### src/rtl/mem_stage_if.sv
// rtl/mem_stage_if.sv - data-memory SRAM handshake bundle for the MEM stage
interface mem_stage_if #(
  parameter int ADDR_W = 11
);
  logic              sram_req;
  logic              sram_we;
  logic [ADDR_W-1:0] sram_addr;
  logic [31:0]       sram_wdata;
  logic [31:0]       sram_rdata;
  logic              sram_ack;

  // Pipeline side issues requests.
  modport master (
    output sram_req, sram_we, sram_addr, sram_wdata,
    input  sram_rdata, sram_ack
  );

  // Memory side answers them.
  modport slave (
    input  sram_req, sram_we, sram_addr, sram_wdata,
    output sram_rdata, sram_ack
  );
endinterface

### src/rtl/mem_stage.sv
// rtl/mem_stage.sv - EX/MEM register, SRAM access FSM and MEM/WB register (option: MEM_ALIGN_CHECK_EN)
module mem_stage #(
  parameter int ADDR_W = 11
) (
  input  logic        clk,
  input  logic        reset_n,
  input  logic [31:0] aluResult_ex,
  input  logic [31:0] writeDataToSRAM_ex,
  input  logic [31:0] branchTrue_ex,
  input  logic [4:0]  writeRegOut_ex,
  input  logic        zero_ex,
  input  logic        MemRead_ex,
  input  logic        MemWrite_ex,
  input  logic        RegWrite_ex,
  input  logic        MemToReg_ex,
  input  logic        Branch_ex,
  output logic [31:0] aluResult_mem,
  output logic [4:0]  writeReg_mem,
  output logic        RegWrite_mem,
  output logic        PCSrc,
  output logic [31:0] branchTarget_mem,
  output logic        stall_mem,
  mem_stage_if.master sram,
  output logic [31:0] writeDataToReg_wb,
  output logic [4:0]  writeReg_wb,
  output logic        RegWrite_wb,
  output logic        addr_err
);

  typedef enum logic {S_IDLE = 1'b0, S_REQ = 1'b1} state_t;

  state_t      r_state;
  logic [31:0] r_alu;
  logic [31:0] r_wdata;
  logic [31:0] r_btgt;
  logic [4:0]  r_wreg;
  logic        r_zero;
  logic        r_mem_read;
  logic        r_mem_write;
  logic        r_reg_write;
  logic        r_mem_to_reg;
  logic        r_branch;
  logic [31:0] r_wb_data;
  logic [4:0]  r_wb_reg;
  logic        r_wb_regwrite;

  logic        w_memop;
  logic        w_addr_err;
  logic        w_ack_now;
  logic        w_stall;

  assign w_memop = r_mem_read | r_mem_write;

`ifdef MEM_ALIGN_CHECK_EN
  // A misaligned access is dropped in its single MEM cycle instead of going to SRAM.
  assign w_addr_err = w_memop & (r_alu[1:0] != 2'b00);
`else
  assign w_addr_err = 1'b0;
`endif

  // The ack cycle releases the stall combinationally so the next op can latch on that edge.
  assign w_ack_now = (r_state == S_REQ) & sram.sram_ack;
  assign w_stall   = w_memop & ~w_ack_now & ~w_addr_err;

  // EX/MEM register: frozen while the memory access is outstanding.
  always_ff @(posedge clk or negedge reset_n) begin
    if (!reset_n) begin
      r_alu        <= '0;
      r_wdata      <= '0;
      r_btgt       <= '0;
      r_wreg       <= '0;
      r_zero       <= 1'b0;
      r_mem_read   <= 1'b0;
      r_mem_write  <= 1'b0;
      r_reg_write  <= 1'b0;
      r_mem_to_reg <= 1'b0;
      r_branch     <= 1'b0;
    end else if (!w_stall) begin
      r_alu        <= aluResult_ex;
      r_wdata      <= writeDataToSRAM_ex;
      r_btgt       <= branchTrue_ex;
      r_wreg       <= writeRegOut_ex;
      r_zero       <= zero_ex;
      r_mem_read   <= MemRead_ex;
      r_mem_write  <= MemWrite_ex;
      r_reg_write  <= RegWrite_ex;
      r_mem_to_reg <= MemToReg_ex;
      r_branch     <= Branch_ex;
    end
  end

  // Access FSM: one IDLE cycle to see the op, then hold REQ until the SRAM acks.
  always_ff @(posedge clk or negedge reset_n) begin
    if (!reset_n) begin
      r_state <= S_IDLE;
    end else begin
      case (r_state)
        S_IDLE:  if (w_memop && !w_addr_err) r_state <= S_REQ;
        S_REQ:   if (sram.sram_ack)          r_state <= S_IDLE;
        default: r_state <= S_IDLE;
      endcase
    end
  end

  // MEM/WB register: loads every cycle, bubbles while stalled or on a dropped access.
  always_ff @(posedge clk or negedge reset_n) begin
    if (!reset_n) begin
      r_wb_data     <= '0;
      r_wb_reg      <= '0;
      r_wb_regwrite <= 1'b0;
    end else begin
      r_wb_data     <= r_mem_to_reg ? sram.sram_rdata : r_alu;
      r_wb_reg      <= r_wreg;
      r_wb_regwrite <= r_reg_write & ~w_stall & ~w_addr_err;
    end
  end

  assign aluResult_mem     = r_alu;
  assign writeReg_mem      = r_wreg;
  assign RegWrite_mem      = r_reg_write;
  assign PCSrc             = r_branch & r_zero;
  assign branchTarget_mem  = r_btgt;
  assign stall_mem         = w_stall;
  assign addr_err          = w_addr_err;

  assign sram.sram_req     = (r_state == S_REQ);
  assign sram.sram_we      = r_mem_write;
  assign sram.sram_addr    = r_alu[ADDR_W+1:2];
  assign sram.sram_wdata   = r_wdata;

  assign writeDataToReg_wb = r_wb_data;
  assign writeReg_wb       = r_wb_reg;
  assign RegWrite_wb       = r_wb_regwrite;

endmodule

### src/flat_wrapper.sv
// flat-port wrapper written by rule: the top's interface ports become plain ports
module mem_stage_flat 
#(
  parameter int ADDR_W = 11
)
  (clk, reset_n, aluResult_ex, writeDataToSRAM_ex, branchTrue_ex, writeRegOut_ex, zero_ex, MemRead_ex, MemWrite_ex, RegWrite_ex, MemToReg_ex, Branch_ex, aluResult_mem, writeReg_mem, RegWrite_mem, PCSrc, branchTarget_mem, stall_mem, writeDataToReg_wb, writeReg_wb, RegWrite_wb, addr_err, sram_sram_req, sram_sram_we, sram_sram_addr, sram_sram_wdata, sram_sram_rdata, sram_sram_ack);
  mem_stage_if #(.ADDR_W(ADDR_W)) sram_i ();
  input  logic clk;
  input  logic reset_n;
  input  logic [31:0] aluResult_ex;
  input  logic [31:0] writeDataToSRAM_ex;
  input  logic [31:0] branchTrue_ex;
  input  logic [4:0] writeRegOut_ex;
  input  logic zero_ex;
  input  logic MemRead_ex;
  input  logic MemWrite_ex;
  input  logic RegWrite_ex;
  input  logic MemToReg_ex;
  input  logic Branch_ex;
  output logic [31:0] aluResult_mem;
  output logic [4:0] writeReg_mem;
  output logic RegWrite_mem;
  output logic PCSrc;
  output logic [31:0] branchTarget_mem;
  output logic stall_mem;
  output logic [31:0] writeDataToReg_wb;
  output logic [4:0] writeReg_wb;
  output logic RegWrite_wb;
  output logic addr_err;
  output wire logic [$bits(sram_i.sram_req)-1:0] sram_sram_req;
  output wire logic [$bits(sram_i.sram_we)-1:0] sram_sram_we;
  output wire logic [$bits(sram_i.sram_addr)-1:0] sram_sram_addr;
  output wire logic [$bits(sram_i.sram_wdata)-1:0] sram_sram_wdata;
  input wire logic [$bits(sram_i.sram_rdata)-1:0] sram_sram_rdata;
  input wire logic [$bits(sram_i.sram_ack)-1:0] sram_sram_ack;
  assign sram_sram_req = sram_i.sram_req;
  assign sram_sram_we = sram_i.sram_we;
  assign sram_sram_addr = sram_i.sram_addr;
  assign sram_sram_wdata = sram_i.sram_wdata;
  assign sram_i.sram_rdata = sram_sram_rdata;
  assign sram_i.sram_ack = sram_sram_ack;
  mem_stage #(.ADDR_W(ADDR_W)) u_core (.clk(clk), .reset_n(reset_n), .aluResult_ex(aluResult_ex), .writeDataToSRAM_ex(writeDataToSRAM_ex), .branchTrue_ex(branchTrue_ex), .writeRegOut_ex(writeRegOut_ex), .zero_ex(zero_ex), .MemRead_ex(MemRead_ex), .MemWrite_ex(MemWrite_ex), .RegWrite_ex(RegWrite_ex), .MemToReg_ex(MemToReg_ex), .Branch_ex(Branch_ex), .aluResult_mem(aluResult_mem), .writeReg_mem(writeReg_mem), .RegWrite_mem(RegWrite_mem), .PCSrc(PCSrc), .branchTarget_mem(branchTarget_mem), .stall_mem(stall_mem), .sram(sram_i), .writeDataToReg_wb(writeDataToReg_wb), .writeReg_wb(writeReg_wb), .RegWrite_wb(RegWrite_wb), .addr_err(addr_err));
endmodule
### config.mk
export PLATFORM = sky130hd
export DESIGN_NAME = mem_stage_flat
export DESIGN_NICKNAME = d
export VERILOG_FILES = /design/src/rtl/mem_stage_if.sv /design/src/rtl/mem_stage.sv /design/src/flat_wrapper.sv
export SDC_FILE = /design/constraint.sdc
export NUM_CORES = 1
export LEC_CHECK = 0
export BUFFER_PORTS_ARGS = -buffer_cell sky130_fd_sc_hd__buf_2
export CAP_MARGIN = 20
export CORE_MARGIN = 4
export CORE_UTILIZATION = 40
export DETAILED_ROUTE_END_ITERATION = 8
export PLACE_DENSITY = 0.73
export SYNTH_ARGS = -nofsm -noshare
export SYNTH_HDL_FRONTEND = slang
export SYNTH_SLANG_ARGS = --single-unit
export TNS_END_PERCENT = 10
### constraint.sdc
create_clock -name clk -period 1.9 [get_ports clk]
set_input_delay 0.38 -clock clk [delete_from_list [all_inputs] [get_ports clk]]
set_output_delay 0.38 -clock clk [all_outputs]
set_load 0.01 [all_outputs]
; ---- Yosys cells after proc, flatten, opt, wreduce, memory -nomap -nowiden
; Index checks and enable logic that the tools add are counted.
[op_classes]
mux = 4
bitwise_logic = 8
[ops]
columns = operator, count
row1 = 2-to-1 mux 32 bit, 1
row2 = AND 1 bit, 4
row3 = inverter 1 bit, 3
row4 = 2-to-1 mux 1 bit, 2
row5 = one-hot mux 1 bit (2 select lines), 1
row6 = OR 1 bit, 1
[totals]
reg_bits = 146
inputBits = 142
out_inout_bits = 156

; ---- Longest topological paths before layout
; Gate-level depths: netlist of the first run.
[logic_depth]
word_depth = 5
mapped_depth = 4
mapped_depth_nobuf = 2

; ---- Worst setup path after synthesis of the first run
; Ideal clock, no wire load.
[synth_path]
path_kind = register to register
startpoint = reg u_core.r_state, in the netlist u_core.sram.sram_req
endpoint = reg u_core.r_btgt[0], in the netlist u_core.branchTarget_mem[0]
setup_time_ns = 0.127
t_arrival_ns = 1.269
setup_slack_ns = 0.503
path_stages_with_launch = 5
n_path_buf = 2
period_less_slack_ns = 1.397
path_cell_list = dfrtp_1 > a2bb2oi_4 > buf_6 > buf_6 > mux2_1
[synth_between]
elab_chain_cells = 3
[synth_lines]
columns = item, line
row1 = from (decl), mem_stage.sv:32  ; state_t r_state;
row2 = from (signal assigned), mem_stage.sv:95  ; r_state <= S_IDLE;
row3 = from (signal assigned), mem_stage.sv:98  ; S_IDLE: if (w_memop && !w_addr_err) r_state <= S_REQ;
row4 = from (signal assigned), mem_stage.sv:99  ; S_REQ: if (sram.sram_ack) r_state <= S_IDLE;
row5 = AND 1 bit, mem_stage.sv:62  ; assign w_ack_now = (r_state == S_REQ) & sram.sram_ack;
row6 = inverter 1 bit, mem_stage.sv:63  ; assign w_stall = w_memop & ~w_ack_now & ~w_addr_err;
row7 = AND 1 bit, mem_stage.sv:63
row8 = to (signal assigned), mem_stage.sv:81  ; r_btgt <= branchTrue_ex;
row9 = to (decl), mem_stage.sv:35  ; logic [31:0] r_btgt;
; No other way between the ends.
; A chain may end at the register's enable or synchronous reset.

; ---- Final worst setup path of the first run
[layout_path]
startpoint = reg u_core.r_state, in the netlist u_core.sram.sram_req
endpoint = out stall_mem
[layout_between]
elab_chain_cells = 3
[layout_lines]
columns = item, line
row1 = AND 1 bit, mem_stage.sv:62
row2 = inverter 1 bit, mem_stage.sv:63
row3 = AND 1 bit, mem_stage.sv:63
row4 = to (decl), flat_wrapper.sv:25  ; output logic stall_mem;
; No other way between the ends.

==> out/qor.yml, run 1 <==
timing:
  fin_crit_sh: 0.9589
  fin_skew_ps: 13.33
  whs_ps: 187.2
  drv_slew: 0
  setup_viol: 0
  grt_setup_unrepaired: "false"
  hold_viol_final: 0
  layout_setup_ws_ps: 78.03
  timing.fmax_mhz: 548.9
  finalSetupTns_ps: 0
  finalCriticalPeriod_ps: 1822
cts:
  clock_latency_ps: 410
  post_cts_resized: 0
  clock-sinks: 146
  cts_buffers: 17
  cts-htree-levels: 4
  cts_tree: "done"
  cts_root_buf: "clkbuf_16"
  clk_pin_slew_ps: 60
  cts_buffer_depth: 2
synth:
  synth_cells: 321
  netlist_area_mm2: 0.005471
  yosysUniqueCellTypes: 18
  synth_top_family_by_area: "multiplexers"
  syn_area_per_cell_um2: 17.05
  ys_top_cells_by_area: "dfrtp_1, mux2_2, mux2_1"
  yosys.area_share.simple: 0.003201
  ys_ff_latch: 146
  ys_warn_count: 0
  yosysTopAreaCell: "dfrtp_1"
  synth_compound_area_frac: 0.01121
  synth_nets: 463
  synthAdderAreaFrac: 0
  synthMuxAreaShare: 0.2820
  synth-xor-area-share: 0
  ys_seq_area_frac: 0.6677
  synth_top_cell_area_share: 0.6677
placed_design:
  hpwl_um: 10640
  dp_slack_ps: 260.4
  dp.cells: 774
  io_buffer_count: 296
  place_congestion: 0.8464
cells_and_area:
  drive_above_1_share: 0.7014
  nNetsFinal: 762
  fin_cells: 810
  syn_to_final_growth_pct: 42.28
  nFillCells: 1090
global_route:
  grt_max_degree: 77
  grt_pass1_wl_um: 22400
  grtUsageTotal: 0.1800
  grt_pass1_vias: 4309
  grt-ovfl-total: 0
  antenna_found_initial: 2
critical_path:
  path_cells: "a2bb2oi_4, buf_12, buf_2"
  critPathSlowestCell: "dfrtp_1"
  reg2reg_slack_ps: 250
  cp.buffers_inverters: 2
  worstSetupStartpointType: "flop"
  worstReg2RegEnd: "u_core.aluResult_mem[1]"
  arrival_ps: 1440
  critPathMaxFanout: 16
  cpPeakStageDelay_ps: 460
  timing.rr.start: "u_core.sram.sram_req"
  r2r_cells: 3
  setup.worst_path.class: "reg2out"
  cp-end-kind: "primary output"
  required_ps: 1520
  crit_family: "flip-flops"
min_path:
  hp-start: "branchTrue_ex[22]"
  hold_path.class: "in2reg"
  hold_depth: 2
  hold_end: "u_core.branchTarget_mem[22]"
routing:
  drt_pre_antenna_iters: 4
  num_vias: 3776
  ant_nets: 0
  routed_via_density: 4.662
  wirelength_um: 13990
  wl_per_cell_um: 17.27
  drc: 0
  drtIter0Drc: 155
floorplanning:
  start_util: 0.4115
  io_pins: 298
  core_area_mm2: 0.01330
  core.rowCount: 42
  die_area_mm2: 0.01561
  dieHeight_um: 125.0
  die_x_um: 125.0
run:
  drv_cap: 0
power:
  peakVddDrop_mv: 0.7953
  p_leak_nw: 3.843
  powerDensity_mw_per_mm2: 1628
status:
  run_status: "completed"
==> synth_stat cells <==
| cell type | n |
|---|---|
| clkbuf_1 | 1 |
| mux2_1 | 30 |
| nor3_1 | 1 |
| a21oi_1 | 1 |
| buf_2 | 10 |
| inv_1 | 1 |
| conb_1 | 1 |
| mux2_2 | 107 |
| o21ai_0 | 1 |
| a21boi_0 | 1 |
| nor2b_1 | 1 |
| buf_6 | 4 |
| dfrtp_1 | 146 |
| a21o_1 | 1 |
| buf_4 | 12 |
| a21bo_2 | 1 |
| and2_1 | 1 |
| a2bb2oi_4 | 1 |
==> what timing repair did <==
item	in CTS	in global routing
buffers inserted	0	1
endpoints found under the setup margin	0	1
hold buffers	1	0
hold endpoints to repair	34	0
==> layer usage <==
layer  global-route usage  wire length, µm  up-vias
met5                    0                7        -
met4              0.06441              279        2
met3              0.08913             1470       22
met2               0.3069             7172      187
met1               0.1950             5060     1858
li1                     -                -     1707
==> layout make-up <==
type                    count  area (µm²)  share of cell area
flip-flops and latches    146        3654              0.4693
repair buffers            307        1640              0.2107
multi-input cells         147        1625              0.2088
clock buffers              24       491.7             0.06316
well taps                 176       220.2             0.02829
clock inverters             8       147.6             0.01897
inverters                   1       3.754           0.0004822
diodes                      1       2.502           0.0003214
==> where the power goes <==
group,total (mW),internal (mW),switching [mW]
clock,3.55,2.34,1.20
combinational,4.15,2.15,2.00
sequential,4.98,4.32,0.658
==> kinds of logic (layout without fill, tap and decap cells) <==
logic type / after synthesis / count (layout)
and+or+nand+nor: 3 / 3
muxes: 137 / 137
buffers and inverters: 28 / 340
AOI/OAI and AO/OA: 6 / 6
other: 1 / 2
DFF: 146 / 146
==> stage by stage <==
stage	utilization	cell area, µm²	total power [mW]
2_1_floorplan	-	5472	7.352
3_3_place_gp	0.5341	7101	9.036
3_5_place_dp	0.5341	7101	9.218
4_1_cts	0.5829	7750	12.83
5_1_grt	0.5855	7785	13.42
6_report	0.5855	7785	12.68
==> cell usage in the layout, fill, tap and decap left out, types with 2 or more instances in the layout <==
master,instances
buf_2,295
buf_12,4
clkinv_2,2
dfrtp_1,146
clkbuf_16,18
buf_4,5
mux2_1,30
clkbuf_8,4
clkbuf_1,3
mux2_2,107
bufinv_16,4
==> worst max path at each step <==
stage	start	end	slack, ps	cells after the start
5_1_grt	u_core.sram.sram_req	stall_mem	8	3
3_5_place_dp	sram_sram_ack	u_core.branchTarget_mem[31]	260	4
6_report	u_core.sram.sram_req	stall_mem	80	3
3_3_place_gp	sram_sram_ack	u_core.sram.sram_wdata[31]	290	4
2_1_floorplan	u_core.sram.sram_req	u_core.branchTarget_mem[0]	500	4
4_1_cts	u_core.sram.sram_req	stall_mem	10	3
Note: power is estimated with default switching activity, not from simulation.
==> run 2: changes to the inputs <==
--- a/config.mk
+++ b/config.mk
@@ -9,6 +9,7 @@
 export CAP_MARGIN = 20
 export CORE_MARGIN = 4
 export CORE_UTILIZATION = 40
+export CTS_BUF_LIST = sky130_fd_sc_hd__clkbuf_8
 export DETAILED_ROUTE_END_ITERATION = 8
 export PLACE_DENSITY = 0.73
 export SYNTH_ARGS = -nofsm -noshare
==> run 2 against run 1 <==
Net effect:
- largest power group unchanged
- critical path depth did not move
- global-route usage rose by 0.39 points
- clock-buffer cell count fell by 3
- via count rose by 0.50%
- critical path type unchanged
- flip-flop and latch count did not move
- sequential share of layout area rose by 1.1 points
- highest routed layer unchanged
- largest cell class unchanged
==> out/qor.yml, run 2 (synthesis gave the netlist of run 1 again) <==
global_route:
  antenna_found_initial: 2  # unchanged
  grtUsageTotal: 0.1839  # was 0.1800
  grt_pass1_vias: 4330  # was 4309
  grt_max_degree: 77  # unchanged
  grt-ovfl-total: 0  # unchanged
  grt_pass1_wl_um: 22670  # was 22400 µm
critical_path:
  critPathMaxFanout: 16  # unchanged
  required_ps: 1520  # about the same
  cp-end-kind: "primary output"  # unchanged
  worstReg2RegEnd: "u_core.aluResult_mem[10]"  # was u_core.aluResult_mem[1]
  timing.rr.start: "u_core.sram.sram_req"  # unchanged
  worstSetupStartpointType: "flop"  # unchanged
  reg2reg_slack_ps: 190  # was 250 ps
  r2r_cells: 4  # was 3
  arrival_ps: 1400  # was 1440 ps
  path_cells: "a2bb2oi_4, buf_12, buf_2"  # unchanged
  cpPeakStageDelay_ps: 460  # about the same
  setup.worst_path.class: "reg2out"  # unchanged
  critPathSlowestCell: "dfrtp_2"  # was dfrtp_1
power:
  p_sw_mw: 3.756  # was 3.861 mW
  comb_power_share: 0.353  # was 0.327
  power_frac_clock: 0.226  # was 0.280
  p_leak_nw: 3.775  # was 3.843 nW
  power_switching_share: 0.3183  # was 0.3046
  peakVddDrop_mv: 0.8363  # was 0.7953 mV
  powerDensity_mw_per_mm2: 1552  # was 1628 mW/mm²
  internal_power_mw: 8.046  # was 8.815 mW
  pwr-share-seq: 0.421  # was 0.393
min_path:
  hold_depth: 2  # unchanged
  hold_path.class: "in2reg"  # unchanged
  hold_end: "u_core.sram.sram_we"  # was u_core.branchTarget_mem[22]
  hp-start: "MemWrite_ex"  # was branchTrue_ex[22]
routing:
  drt_pre_antenna_iters: 4  # unchanged
  routed_via_density: 4.685  # was 4.662
  drc: 0  # unchanged
  num_vias: 3795  # was 3776
  ant_nets: 0  # unchanged
  drtIter0Drc: 153  # was 155
  wirelength_um: 14020  # was 13990 µm
  wl_per_cell_um: 17.31  # was 17.27 µm
cts:
  cts_tree: "done"  # unchanged
  cts-htree-levels: 4  # unchanged
  clock_latency_ps: 440  # was 410 ps
  cts_buffer_depth: 2  # unchanged
  clk_pin_slew_ps: 70  # was 60 ps
  cts_root_buf: "clkbuf_8"  # was clkbuf_16
  clock-sinks: 146  # unchanged
  cts_buffers: 17  # unchanged
floorplanning:
  die_x_um: 125.0  # unchanged
  die_area_mm2: 0.01561  # unchanged
  io_pins: 298  # unchanged
  start_util: 0.4115  # unchanged
  dieHeight_um: 125.0  # unchanged
  core.rowCount: 42  # unchanged
  core_area_mm2: 0.01330  # unchanged
timing:
  hold_viol_final: 0  # unchanged
  fin_skew_ps: 9.330  # was 13.33 ps
  timing.fmax_mhz: 560.9  # was 548.9 MHz
  finalSetupTns_ps: 0  # unchanged
  setup_viol: 0  # unchanged
  fin_crit_sh: 0.9383  # was 0.9589
  drv_slew: 0  # unchanged
  grt_setup_unrepaired: "false"  # unchanged
  finalCriticalPeriod_ps: 1783  # was 1822 ps
cells_and_area:
  syn_to_final_growth_pct: 38.94  # was 42.28%
  drive_above_1_share: 0.7030  # was 0.7014
  mostFrequentLayoutCells: "buf_2, dfrtp_1, mux2_2"  # unchanged
  fin_area_mm2: 0.007602  # was 0.007785 mm²
  final_common_cell: "buf_2"  # unchanged
  nFillCells: 1119  # was 1090
  nNetsFinal: 762  # unchanged
placed_design:
  place_area_mm2: 0.007101  # unchanged
  place_congestion: 0.8464  # unchanged
  io_buffer_count: 296  # unchanged
  hpwl_um: 10640  # unchanged
status:
  run_status: "completed"  # unchanged
run:
  drv_cap: 0  # unchanged
-- run 2: worst max path at each step --
stage	from	to	slack, ps	cells past startpoint
2_1_floorplan	u_core.sram.sram_req	u_core.branchTarget_mem[0]	500	4
6_report	u_core.sram.sram_req	stall_mem	120	3
3_5_place_dp	sram_sram_ack	u_core.branchTarget_mem[31]	260	4
3_3_place_gp	sram_sram_ack	u_core.sram.sram_wdata[31]	290	4
5_1_grt	u_core.sram.sram_req	stall_mem	20	3
4_1_cts	u_core.sram.sram_req	stall_mem	60	3
-- run 2: worst max-delay path: cells and delay by family (launching register included) --
kind,cells,cell delay [ps]
AO/OA/AOI/OAI,1,190
flip-flops,1,460
buffers and inverters,2,310
-- run 2: routing by layer --
metal,global-route usage,vias to the layer above,part of all wire
li1,-,1702,-
met1,0.1937,1865,0.36
met2,0.3177,200,0.51
met3,0.09168,26,0.11
met4,0.06888,2,0.020
met5,0,-,0.00050
-- run 2: what timing repair did --
item,4_1_cts,5_1_grt
cloned,1,0
pin swaps,1,0
endpoints found under the setup margin,1,1
hold endpoints to repair,34,0
gates resized for setup,0,1
hold buffers,1,0
setup buffers,1,0
-- run 2: final cells by class --
class / count / area (µm²) / share of cell area
inverter: 1 / 3.754 / 0.0004937
clock buffer: 21 / 289.0 / 0.03802
clock inverter: 11 / 158.9 / 0.02090
tap: 176 / 220.2 / 0.02897
sequential: 146 / 3655 / 0.4807
antenna: 1 / 2.502 / 0.0003292
multi-input combinational: 147 / 1625 / 0.2138
timing repair buffer: 307 / 1648 / 0.2168
-- run 2: power by group through the flow --
| stage | combinational, mW | sequential [mW] | clock (mW) |
|---|---|---|---|
| floorplan | 1.82 | 5.54 | 0 |
| global placement | 4.07 | 4.97 | 0 |
| detailed placement | 4.17 | 5.05 | 0 |
| CTS | 4.26 | 5.00 | 2.75 |
| global route | 4.50 | 5.13 | 2.91 |
| finish | 4.17 | 4.97 | 2.66 |
-- run 2: per-stage QoR --
| stage | utilization | total power, mW | worst slack [ps] | instances | hold WS [ps] |
|---|---|---|---|---|---|
| 3_5_place_dp | 0.5341 | 9.218 | 260.4 | 774 | 313.3 |
| 5_1_grt | 0.5718 | 12.54 | 22.48 | 810 | 111.7 |
| 2_1_floorplan | - | 7.352 | 503.3 | 321 | 84.41 |
| 3_3_place_gp | 0.5341 | 9.036 | 292.3 | 774 | 311.6 |
| 6_report | 0.5718 | 11.80 | 117.2 | 810 | 151.0 |
| 4_1_cts | 0.5715 | 12.01 | 57.82 | 809 | 110.2 |
==> run 3: changes to the inputs <==
--- a/config.mk
+++ b/config.mk
@@ -7,12 +7,14 @@
 export LEC_CHECK = 0
 export BUFFER_PORTS_ARGS = -buffer_cell sky130_fd_sc_hd__buf_2
 export CAP_MARGIN = 20
-export CORE_MARGIN = 4
-export CORE_UTILIZATION = 40
+export CELL_PAD_IN_SITES_DETAIL_PLACEMENT = 1
+export CELL_PAD_IN_SITES_GLOBAL_PLACEMENT = 2
+export CORE_MARGIN = 2
+export CORE_UTILIZATION = 29
 export CTS_BUF_LIST = sky130_fd_sc_hd__clkbuf_8
 export DETAILED_ROUTE_END_ITERATION = 8
-export PLACE_DENSITY = 0.73
+export PLACE_DENSITY_LB_ADDON = 0.1
 export SYNTH_ARGS = -nofsm -noshare
 export SYNTH_HDL_FRONTEND = slang
 export SYNTH_SLANG_ARGS = --single-unit
-export TNS_END_PERCENT = 10
+export TNS_END_PERCENT = 50
==> run 3 against run 2 <==
Net effect:
- clock power up 3%
- clock-buffer cell count up 1
- core utilization down 16 points
- cell area up 1.4%
- highest routed layer is now met4
- sequential power about the same
- critical endpoint unchanged
==> out/qor.yml, run 3 (synthesis gave the netlist of run 1 again) <==
routing:
  drt_pre_antenna_iters: 3  # was 4
  routed_via_density: 4.333  # was 4.685
  num_vias: 3761  # was 3795
  drtIter0Drc: 101  # was 153
  wl_per_cell_um: 17.62  # was 17.31 µm
  wirelength_um: 15290  # was 14020 µm
  drc: 0  # unchanged
  ant_nets: 0  # unchanged
critical_path:
  setup.worst_path.class: "reg2out"  # unchanged
  cp.buffers_inverters: 2  # unchanged
  cpPeakStageDelay_ps: 450  # was 460 ps
  critPathSlowestCell: "dfrtp_2"  # unchanged
  arrival_ps: 1410  # was 1400 ps
  worstSetupStartpointType: "flop"  # unchanged
  critPathMaxFanout: 18  # was 16
  required_ps: 1520  # about the same
  cp-end-kind: "primary output"  # unchanged
  crit_family: "flip-flops"  # unchanged
  path_cells: "a2bb2oi_4, buf_12, buf_2"  # unchanged
timing:
  fin_crit_sh: 0.9420  # was 0.9383
  fin_skew_ps: 9.667  # was 9.330 ps
  timing.fmax_mhz: 558.7  # was 560.9 MHz
  layout_setup_ws_ps: 110.2  # was 117.2 ps
  grt_setup_unrepaired: "false"  # unchanged
  hold_viol_final: 0  # unchanged
  drv_slew: 0  # unchanged
  finalCriticalPeriod_ps: 1790  # was 1783 ps
  setup_viol: 0  # unchanged
  finalSetupTns_ps: 0  # unchanged
floorplanning:
  core.rowCount: 50  # was 42
  die_area_mm2: 0.01998  # was 0.01561 mm²
  start_util: 0.2945  # was 0.4115
  core_area_mm2: 0.01858  # was 0.01330 mm²
  io_pins: 298  # unchanged
  die_x_um: 141.4  # was 125.0 µm
  dieHeight_um: 141.4  # was 125.0 µm
cells_and_area:
  register_area_mm2: 0.003656  # was 0.003655 mm²
  mostFrequentLayoutCells: "buf_2, dfrtp_1, mux2_2"  # unchanged
  fin_area_mm2: 0.007711  # was 0.007602 mm²
  final_common_cell: "buf_2"  # unchanged
  drive_above_1_share: 0.7062  # was 0.7030
  multiInputGateArea_mm2: 0.001625  # unchanged
  syn_to_final_growth_pct: 40.93  # was 38.94%
  nNetsFinal: 762  # unchanged
  nFillCells: 2019  # was 1119
power:
  powerDensity_mw_per_mm2: 1554  # was 1552 mW/mm²
  p_leak_nw: 3.767  # was 3.775 nW
  peakVddDrop_mv: 0.4616  # was 0.8363 mV
global_route:
  grt_max_degree: 68  # was 77
  grt-ovfl-total: 0  # unchanged
  grt_pass1_vias: 4258  # was 4330
  grt_pass1_wl_um: 23380  # was 22670 µm
  antenna_found_initial: 2  # unchanged
  grtUsageTotal: 0.1550  # was 0.1839
cts:
  clk_pin_slew_ps: 80  # was 70 ps
  cts_tree: "done"  # unchanged
  cts_root_buf: "clkbuf_8"  # unchanged
  cts_buffer_depth: 2  # unchanged
  cts_buffers: 17  # unchanged
  clock-sinks: 146  # unchanged
  cts-htree-levels: 4  # unchanged
  clock_latency_ps: 450  # was 440 ps
run:
  drv_cap: 0  # unchanged
placed_design:
  hpwl_um: 11700  # was 10640 µm
  place_congestion: 0.6875  # was 0.8464
  place_area_mm2: 0.007212  # was 0.007101 mm²
  io_buffer_count: 296  # unchanged
  dp_slack_ps: 312.7  # was 260.4 ps
min_path:
  hold_path.class: "in2reg"  # unchanged
status:
  run_status: "completed"  # unchanged
-- run 3: changes by cell type in the layout (fill, tap and decap cells not counted), sizes merged --
| cell | delta |
|---|---|
| clkinvlp | +3 |
| buf | +1 |
| clkinv | -2 |
| clkbuf | +1 |
| bufbuf | -1 |
| inv | -2 |
-- run 3: power by group --
group / switching [mW] / total [mW] / internal [mW] / leakage (nW)
Combinational: 2.03 / 4.25 / 2.21 / 1.84
Clock: 1.16 / 2.75 / 1.60 / 0.230
Sequential: 0.668 / 4.98 / 4.31 / 1.70
Total: 3.86 / 12.0 / 8.12 / 3.77
-- run 3: repair_timing --
action	in CTS	in global routing
hold endpoints to repair	30	0
setup buffers	1	1
gates cloned	0	0
pin swaps	0	1
hold buffers	1	0
resized for setup	3	1
setup endpoints to repair	1	1
-- run 3: area by class of cell --
class | instances | share of cell area
clock buffers | 22 | 0.03927
clock inverters | 10 | 0.02012
flip-flops and latches | 146 | 0.4741
multi-input cells | 147 | 0.2108
diodes | 1 | 0.0003245
well taps | 234 | 0.03797
repair buffers | 307 | 0.2169
inverters | 1 | 0.0004868
-- run 3: path summary, 6_finish.rpt --
kind                                         from                            to  depth (start not counted)  slack, ps
max in group asynchronous                 reset_n          u_core.sram.sram_req                          3        810
hold reg to reg            u_core.writeReg_mem[1]         u_core.writeReg_wb[1]                          0        410
setup / recovery             u_core.sram.sram_req                     stall_mem                          3        110
min in group asynchronous                 reset_n  u_core.writeDataToReg_wb[19]                          2        370
setup reg to reg             u_core.sram.sram_req               u_core.r_branch                          5        260
hold / removal                        MemWrite_ex           u_core.sram.sram_we                          2        140
-- run 3: per-layer routing --
| metal | up-vias | GRT usage | share of wire |
|---|---|---|---|
| met5 | - | 0 | 0 |
| met4 | 0 | 0.06474 | 0.023 |
| met3 | 21 | 0.06514 | 0.090 |
| met2 | 175 | 0.2634 | 0.51 |
| met1 | 1866 | 0.1714 | 0.38 |
| li1 | 1699 | - | - |
-- run 3: per-stage QoR --
step,hold slack (ps),utilization,instances,total power [mW]
2_1_floorplan,84.41,-,321,7.352
3_3_place_gp,285.9,0.3881,832,9.218
3_5_place_dp,289.9,0.3881,832,9.365
4_1_cts,104.4,0.4144,866,12.22
5_1_grt,112.0,0.4150,868,12.78
6_report,143.2,0.4150,868,11.98
